[config.mk]
export PLATFORM = sky130hd
export DESIGN_NAME = sipo_frame_controller
export DESIGN_NICKNAME = d
export VERILOG_FILES = /design/src/rtl/sipo_frame_controller.sv
export SDC_FILE = /design/constraint.sdc
export NUM_CORES = 1
export LEC_CHECK = 0
export ABC_AREA = 1
export CORE_MARGIN = 2
export CORE_UTILIZATION = 54
export DETAILED_ROUTE_END_ITERATION = 16
export GPL_TIMING_DRIVEN = 1
export HOLD_SLACK_MARGIN = 0.03
export PLACE_DENSITY = 0.92
export SYNTH_ARGS = -nofsm -noshare
export SYNTH_HDL_FRONTEND = slang
export SYNTH_SLANG_ARGS = --single-unit
[constraint.sdc]
create_clock -name clk -period 4.5 [get_ports clk]
set_clock_uncertainty 0.15 [all_clocks]
set_input_delay 0.9 -clock clk [delete_from_list [all_inputs] [get_ports clk]]
set_output_delay 0.9 -clock clk [all_outputs]
set_load 0.005 [all_outputs]
[src/rtl/sipo_frame_controller.sv]
// Serial-in/parallel-out frame controller: MSB-first word assembly, double-buffered valid/ready output, sticky overrun.
// Optional even-parity frame bit enabled by defining SIPO_FRAME_PARITY_EN.
module sipo_frame_controller #(
  parameter int unsigned WIDTH = 4,
`ifdef SIPO_FRAME_PARITY_EN
  localparam int unsigned FRAME_BITS = WIDTH + 1,
`else
  localparam int unsigned FRAME_BITS = WIDTH,
`endif
  localparam int unsigned CNT_W = $clog2(FRAME_BITS + 1)
) (
  input  logic             clk,
  input  logic             rst_n,
  input  logic             i_start,
  input  logic             i_serial_in,
  input  logic             i_bit_valid,
  input  logic             i_out_ready,
  input  logic             i_overrun_clr,
  output logic [WIDTH-1:0] o_parallel_out,
  output logic             o_out_valid,
  output logic             o_busy,
  output logic [CNT_W-1:0] o_bit_count,
  output logic             o_overrun,
  output logic             o_parity_err
);

  typedef enum logic [1:0] {ST_IDLE, ST_SHIFT, ST_FULL} state_t;

  state_t           r_state,     w_state_nxt;
  logic [WIDTH-1:0] r_shift,     w_shift_nxt;
  logic [CNT_W-1:0] r_cnt,       w_cnt_nxt;
  logic [WIDTH-1:0] r_hold,      w_hold_nxt;
  logic             r_out_valid, w_out_valid_nxt;
  logic             r_busy,      w_busy_nxt;
  logic             r_overrun,   w_overrun_nxt;
  logic             r_perr,      w_perr_nxt;
  logic             r_par,       w_par_nxt;

  logic             w_hold_free;
  logic             w_last_bit;
  logic [WIDTH-1:0] w_shifted;
  logic [WIDTH-1:0] w_word;
  logic             w_frame_perr;
  logic             w_par_upd;

  assign w_hold_free = ~r_out_valid | i_out_ready;
  assign w_last_bit  = (r_cnt == CNT_W'(FRAME_BITS - 1));
  assign w_shifted   = {r_shift[WIDTH-2:0], i_serial_in};

  // With parity the final bit is the parity bit, so the word is already complete in r_shift.
`ifdef SIPO_FRAME_PARITY_EN
  assign w_word       = r_shift;
  assign w_frame_perr = r_par ^ i_serial_in;
  assign w_par_upd    = r_par ^ i_serial_in;
`else
  assign w_word       = w_shifted;
  assign w_frame_perr = 1'b0;
  assign w_par_upd    = 1'b0;
`endif

  always_comb begin
    w_state_nxt     = r_state;
    w_shift_nxt     = r_shift;
    w_cnt_nxt       = r_cnt;
    w_hold_nxt      = r_hold;
    w_out_valid_nxt = r_out_valid & ~i_out_ready;
    w_overrun_nxt   = r_overrun & ~i_overrun_clr;
    w_perr_nxt      = r_perr;
    w_par_nxt       = r_par;

    case (r_state)
      ST_IDLE: begin
        if (i_start) begin
          w_state_nxt = ST_SHIFT;
          w_shift_nxt = '0;
          w_cnt_nxt   = '0;
          w_par_nxt   = 1'b0;
        end
      end
      ST_SHIFT: begin
        if (i_start) begin
          w_shift_nxt = '0;
          w_cnt_nxt   = '0;
          w_par_nxt   = 1'b0;
        end else if (i_bit_valid) begin
          if (w_last_bit) begin
            if (w_hold_free) begin
              w_hold_nxt      = w_word;
              w_perr_nxt      = w_frame_perr;
              w_out_valid_nxt = 1'b1;
              w_shift_nxt     = w_word;
              w_cnt_nxt       = '0;
              w_state_nxt     = ST_IDLE;
            end else begin
              // Holding register busy: park the word (and its parity result) until accepted.
              w_shift_nxt = w_word;
              w_par_nxt   = w_frame_perr;
              w_cnt_nxt   = CNT_W'(FRAME_BITS);
              w_state_nxt = ST_FULL;
            end
          end else begin
            w_shift_nxt = w_shifted;
            w_par_nxt   = w_par_upd;
            w_cnt_nxt   = r_cnt + CNT_W'(1);
          end
        end
      end
      ST_FULL: begin
        if (i_bit_valid) begin
          w_overrun_nxt = 1'b1;
        end
        if (r_out_valid && i_out_ready) begin
          w_hold_nxt      = r_shift;
          w_perr_nxt      = r_par;
          w_out_valid_nxt = 1'b1;
          w_cnt_nxt       = '0;
          w_state_nxt     = ST_IDLE;
        end
      end
      default: begin
        w_state_nxt = ST_IDLE;
      end
    endcase

    w_busy_nxt = (w_state_nxt != ST_IDLE);
  end

  always_ff @(posedge clk or negedge rst_n) begin
    if (!rst_n) begin
      r_state     <= ST_IDLE;
      r_shift     <= '0;
      r_cnt       <= '0;
      r_hold      <= '0;
      r_out_valid <= 1'b0;
      r_busy      <= 1'b0;
      r_overrun   <= 1'b0;
      r_perr      <= 1'b0;
      r_par       <= 1'b0;
    end else begin
      r_state     <= w_state_nxt;
      r_shift     <= w_shift_nxt;
      r_cnt       <= w_cnt_nxt;
      r_hold      <= w_hold_nxt;
      r_out_valid <= w_out_valid_nxt;
      r_busy      <= w_busy_nxt;
      r_overrun   <= w_overrun_nxt;
      r_perr      <= w_perr_nxt;
      r_par       <= w_par_nxt;
    end
  end

  assign o_parallel_out = r_hold;
  assign o_out_valid    = r_out_valid;
  assign o_busy         = r_busy;
  assign o_bit_count    = r_cnt;
  assign o_overrun      = r_overrun;
  assign o_parity_err   = r_perr;

endmodule

==> impl_metrics.py, run 1 <==
metrics = {
    "pwr": {
        "max-vdd-ir-drop_v": 0.0003806,
        "static-leakage-power_uw": 0.0005644,
        "power_density_nw_per_um2": 544.9,
    },
    "drt": {
        "remaining_drc_errors": 0,
        "drt_antenna_net_count": 0,
        "drt_iter0_drc": 22,
        "average_wire_length_per_cell_after_detail_routing_um": 11.83,
        "num_vias": 835,
        "drtPass1Iterations": 4,
        "post_drt_via_cell_ratio": 5.318,
        "drt_wl_total_um": 1858,
    },
    "critical_path": {
        "regToRegSetupSlack_ps": 2680,
        "start_kind": "flip-flop",
        "critical_path_class": "flip-flop to primary output",
        "timing.critical_path.to_type": "primary output",
        "critical_path_buf_inv_count": 1,
        "worstPathRequired_ps": 3450,
        "arrival_ps": 1230,
        "timing.critical_path.max_delay_family": "buffers and inverters",
        "worstPathMaxFanout": 5,
        "timing.critical_path.cells": "clkdlybuf4s50_1",
        "timing.critical_path.slowest_stage_cell": "sky130_fd_sc_hd__clkdlybuf4s50_1",
        "stage_delay_of_the_slowest_cell_on_the_critical_path_ps": 520,
    },
    "synthesis": {
        "synth_enable_flop_cells": 0,
        "ys_seq_area_share_pct": 42.27,
        "area_contributors_post_synth": "sky130_fd_sc_hd__dfrtp_1 42%, sky130_fd_sc_hd__nand2_1 15%, sky130_fd_sc_hd__ha_1 7.9%",
        "postSynthCellCount": 122,
        "synth_xor_area_share_pct": 0,
        "synth_adder_area_share_pct": 7.926,
        "dominant_combinational_cell_family_by_area_after_synthesis": "simple AND/OR/NAND/NOR gates",
        "ys_ff_latch": 16,
        "synth_compound_area_share_pct": 12.02,
        "synth_nets": 135,
        "yosys.area.top_type": "sky130_fd_sc_hd__dfrtp_1",
        "async_reset_ff_share_pct": 100.0,
        "most_repeated_cell_in_the_gate_level_netlist_after_synthesis": "sky130_fd_sc_hd__nand2_1",
        "post-synth-top-area-fraction_pct": 42.27,
        "synth_common_cells": "37 x sky130_fd_sc_hd__nand2_1, 18 x sky130_fd_sc_hd__inv_1, 16 x sky130_fd_sc_hd__dfrtp_1",
        "synthesis.area_um2": 947.2,
        "yosys_most_used_dff": "sky130_fd_sc_hd__dfrtp_1",
        "synth.avg_cell_area_um2": 7.764,
        "synthesized_area_fraction_occupied_by_and_or_nand_nor_cells_pct": 28.27,
        "yosysWarningCount": 0,
        "post_synth_mux_area_share_pct": 0,
        "synth.lib_cells_used.distinct": 21,
    },
    "sta": {
        "rsz0062_at_grt": "false",
        "fmax_ghz": 0.4385,
        "worst-slew-pin-transition_ps": 681.9,
        "relSlewSlack_pct": 54.40,
        "drv_slew": 0,
        "period_needed_ps": 2281,
        "fin_hold_viols": 0,
        "finalSetupViolCount": 0,
        "period_utilization_post_route_pct": 50.68,
        "setup_total_negative_slack_ps": 0,
    },
    "clock_network": {
        "cts-root-buf": "sky130_fd_sc_hd__clkbuf_4",
        "cts.htree.levels": 1,
        "clk_path_buf_depth": 2,
        "cts.repair.resized": 0,
        "tritoncts": "yes",
        "holdBufCountCts": 0,
        "cts.clk_slew.worst_paths_ps": 100,
        "number_of_clock_sinks": 16,
        "cts_inserted_buffers": 3,
        "post_cts_buffers": 0,
        "clk_lat_worst_skew_ps": 300,
    },
    "floorplanning": {
        "floorplan.die.height_um": 45.88,
        "start_util_pct": 56.07,
        "core_region_area_um2": 1689,
        "floorplan.rows": 15,
        "io_pins": 18,
        "die_w_um": 45.88,
        "design.die.area_um2": 2105,
    },
    "run": {
        "timing.max_cap.violations": 0,
    },
    "placement": {
        "gp_routability_congestion": 0.8270,
        "placement.io_buffers": 16,
        "dpl-instance-area_um2": 1117,
        "place_hpwl_um": 1404,
    },
    "cells_and_area": {
        "fillers": 144,
        "design_area_um2": 1154,
        "insertedDiodeCount": 0,
        "drive_gt1_share_pct": 10.00,
        "area_growth_pct": 21.80,
        "fin_nets": 154,
    },
    "global_routing": {
        "grt_overflow": 0,
        "number_of_global_route_vias_before_repair": 754,
        "grt_first_pass_wirelength_um": 3036,
        "grt_max_degree": 17,
        "number_of_antenna_violations_at_the_first_check_in_global_routing": 0,
        "track_usage_pct": 20.75,
    },
    "outcome": {
        "result_of_the_run": "finished, final reports clean",
    },
    "worst_hold_path": {
        "holdCritPathClass": "flip-flop to flip-flop",
    },
}
## layout make-up
| type | count | area (um2) | share of cell area, % |
|---|---|---|---|
| multi-input combinational | 84 | 460.4 | 39.91 |
| sequential | 16 | 400.4 | 34.71 |
| timing repair buffer | 16 | 160.2 | 13.88 |
| inverter | 20 | 75.07 | 6.508 |
| clock buffer | 4 | 36.28 | 3.145 |
| tap | 17 | 21.27 | 1.844 |
## kinds of logic after synthesis
family | count (synthesis)
other | 1
AND/OR/NAND/NOR | 58
AO/OA/AOI/OAI | 19
adder cells (fa/ha/maj) | 6
buffers and inverters | 22
flip-flops | 16
## placed cells by master (no fill, tap or decap), drive strengths merged
cell and count:
nor2 6, conb 1, ha 6, clkbuf 4
inv 20, nand4 4, nand3 7, o31ai 4
dfrtp 16, nand2 40, a21oi 4, nand3b 1
o21ai 10, clkdlybuf4s50 16, a31oi 1
## metrics by stage
step	hold WS [ps]	total power (uW)	worst slack, ps	instances	utilization, %
3_3_place_gp	311.8	517.3	2209	153	66.15
6_report	340.3	628.6	2219	157	68.30
5_1_grt	362.4	676.9	2158	157	68.30
4_1_cts	354.2	632.8	2211	157	68.30
3_5_place_dp	330.8	531.8	2187	153	66.15
2_1_floorplan	302.0	418.8	2839	122	-
## report_power, final
group / switching, uW / total [uW] / internal (uW)
sequential: 33.4 / 222 / 188
combinational: 177 / 309 / 131
clock: 48.8 / 98.2 / 49.4
total: 260 / 629 / 369
## registers in the layout, indices dropped and copies added (netlist names)
| name | cells |
|---|---|
| o_out_valid | 1 |
| r_state | 2 |
| o_busy | 1 |
| o_parallel_out | 4 |
| o_overrun | 1 |
| r_shift | 4 |
| o_bit_count | 3 |
## routing by layer
layer | global-route usage [%] | wire length, um
met1 | 23.88 | 846
met5 | 0 | 0
met3 | 5.159 | 89
met2 | 35.28 | 878
met4 | 10.29 | 44
## worst paths after layout
check / from / end / cells after the start
min reg2reg: o_parallel_out[0] / o_parallel_out[0] / 2
max: o_out_valid / o_out_valid / 1
min: o_parallel_out[0] / o_parallel_out[0] / 2
max reg2reg: r_state[0] / o_bit_count[2] / 7
min in group asynchronous: rst_n / o_parallel_out[0] / 1
max in group asynchronous: rst_n / r_state[1] / 1
Note: power is estimated with default switching activity, not from simulation.
==> run 2, diff against run 1 <==
--- a/config.mk
+++ b/config.mk
@@ -7,11 +7,11 @@
 export LEC_CHECK = 0
 export ABC_AREA = 1
 export CORE_MARGIN = 2
-export CORE_UTILIZATION = 54
+export CORE_UTILIZATION = 50
 export DETAILED_ROUTE_END_ITERATION = 16
 export GPL_TIMING_DRIVEN = 1
 export HOLD_SLACK_MARGIN = 0.03
-export PLACE_DENSITY = 0.92
+export PLACE_DENSITY = 0.87
 export SYNTH_ARGS = -nofsm -noshare
 export SYNTH_HDL_FRONTEND = slang
 export SYNTH_SLANG_ARGS = --single-unit
==> constraint.sdc (replaced) <==
create_clock -name clk -period 2.1 [get_ports clk]
set_clock_uncertainty 0.15 [all_clocks]
set_input_delay 0.42 -clock clk [delete_from_list [all_inputs] [get_ports clk]]
set_output_delay 0.42 -clock clk [all_outputs]
set_load 0.005 [all_outputs]
==> run 2 against run 1 <==
  * Non-clock buffer count increased by 2
  * Die area increased by 7.3%
  * Clock power grew 120%
  * Largest cell class unchanged
  * Largest power group unchanged
==> impl_metrics.py, run 2 (synthesis gave the netlist of run 1 again) <==
metrics = {
    "placement": {
        "number_of_placed_cells_counting_well_taps": 163,
        "place_hpwl_um": 1402,
        "gp_routability_congestion": 0.8625,
        "placement.io_buffers": 16,
    },
    "critical_path": {
        "critical_path_buf_inv_count": 1,
        "setup.worst_path.start": "o_out_valid",
        "timing.critical_path.cells": "clkdlybuf4s50_1",
        "start_kind": "flip-flop",
        "stage_delay_of_the_slowest_cell_on_the_critical_path_ps": 530,
        "arrival_ps": 1250,
        "critical_path_class": "flip-flop to primary output",
        "worstPathMaxFanout": 5,
        "worstPathRequired_ps": 1530,
        "timing.critical_path.to_type": "primary output",
        "timing.critical_path.max_delay_family": "buffers and inverters",
        "timing.critical_path.slowest_stage_cell": "sky130_fd_sc_hd__clkdlybuf4s50_1",
        "regToRegStartpoint": "r_state[1]",
    },
    "floorplanning": {
        "floorplan.rows": 15,
        "core_region_area_um2": 1745,
        "design.die.area_um2": 2259,
        "io_pins": 18,
        "die_w_um": 47.53,
        "start_util_pct": 54.27,
        "floorplan.die.height_um": 47.53,
    },
    "global_routing": {
        "grt_first_pass_wirelength_um": 3105,
        "track_usage_pct": 20.36,
        "grt_overflow": 0,
        "number_of_antenna_violations_at_the_first_check_in_global_routing": 0,
        "number_of_global_route_vias_before_repair": 774,
        "grt_max_degree": 17,
    },
    "drt": {
        "drt_iter0_drc": 21,
        "drt_antenna_net_count": 0,
        "num_vias": 860,
        "average_wire_length_per_cell_after_detail_routing_um": 11.35,
        "drt_wl_total_um": 1896,
        "post_drt_via_cell_ratio": 5.150,
        "remaining_drc_errors": 0,
        "drtPass1Iterations": 5,
    },
    "clock_network": {
        "holdBufCountCts": 0,
        "cts.htree.levels": 1,
        "number_of_clock_sinks": 16,
        "cts_inserted_buffers": 3,
        "cts.clk_slew.worst_paths_ps": 100,
        "tritoncts": "yes",
        "cts-root-buf": "sky130_fd_sc_hd__clkbuf_4",
        "clk_lat_worst_skew_ps": 290,
        "cts.repair.resized": 0,
        "post_cts_buffers": 0,
        "clk_path_buf_depth": 2,
    },
    "cells_and_area": {
        "leading_cell_type_in_the_layout_fill_and_taps_excluded": "sky130_fd_sc_hd__nand2_1",
        "insertedDiodeCount": 0,
        "number_of_non_filler_instances_in_the_completed_layout": 167,
        "fin_nets": 156,
        "area_growth_pct": 24.44,
        "most-common-layout-cells": "37 x sky130_fd_sc_hd__nand2_1, 18 x sky130_fd_sc_hd__inv_1, 16 x sky130_fd_sc_hd__clkdlybuf4s50_1, 16 x sky130_fd_sc_hd__dfrtp_1",
        "drive_gt1_share_pct": 11.27,
    },
    "sta": {
        "setup_total_negative_slack_ps": 0,
        "drv_slew": 0,
        "period_utilization_post_route_pct": 86.54,
        "period_needed_ps": 1817,
        "fin_hold_viols": 0,
        "fmax_ghz": 0.5503,
        "finalSetupViolCount": 0,
        "rsz0062_at_grt": "false",
    },
    "pwr": {
        "power_density_nw_per_um2": 1148,
        "max-vdd-ir-drop_v": 0.0006927,
        "static-leakage-power_uw": 0.0005746,
    },
    "run": {
        "timing.max_cap.violations": 0,
    },
    "worst_hold_path": {
        "holdCritPathClass": "primary input to async pin",
    },
    "outcome": {
        "result_of_the_run": "finished, final reports clean",
    },
}
-- run 2: cell types whose count changed in the layout (fill, tap and decap cells not counted) --
cell / change
sky130_fd_sc_hd__buf_4: +2
-- run 2: per-layer routing --
layer	GRT usage [%]	wire length, um
met1	25.06	886
met2	32.16	835
met3	3.396	99
met5	0	0
met4	14.44	75
-- run 2: stage by stage --
| step | hold slack [ps] | power [uW] | instance area [um2] | utilization, % | worst slack, ps |
|---|---|---|---|---|---|
| floorplan | -25.59 | 897.5 | 947.2 | - | 585.6 |
| global placement | 313.3 | 1114 | 1142 | 65.45 | 296.1 |
| detailed placement | 314.1 | 1144 | 1142 | 65.45 | 273.4 |
| CTS | 291.2 | 1360 | 1179 | 67.53 | 279.5 |
| global route | 300.7 | 1465 | 1179 | 67.53 | 224.6 |
| finish | 286.3 | 1353 | 1179 | 67.53 | 282.7 |
-- run 2: final timing paths --
path | endpoint | slack, ps | cells past startpoint
hold reg to reg | o_parallel_out[0] | 330 | 2
min in group clk | o_parallel_out[0] | 330 | 2
max in group asynchronous | o_out_valid | 1330 | 2
hold / removal | o_bit_count[1] | 290 | 2
setup / recovery | o_out_valid | 280 | 1
setup reg to reg | r_shift[1] | 380 | 8
-- run 2: area by class of cell --
class | count | area, um2
clock buffer | 4 | 36.28
timing repair buffer | 18 | 175.2
fill | 165 | 566.8
inverter | 20 | 75.07
tap | 25 | 31.28
multi-input combinational | 84 | 460.4
sequential | 16 | 400.4
-- run 2: power by group --
group | switching (uW) | leakage [uW] | internal, uW | total [uW]
sequential | 73.1 | 0.000213 | 403 | 476
combinational | 381 | 0.000341 | 285 | 666
clock | 106 | 0.0000210 | 106 | 212
total | 560 | 0.000575 | 794 | 1350
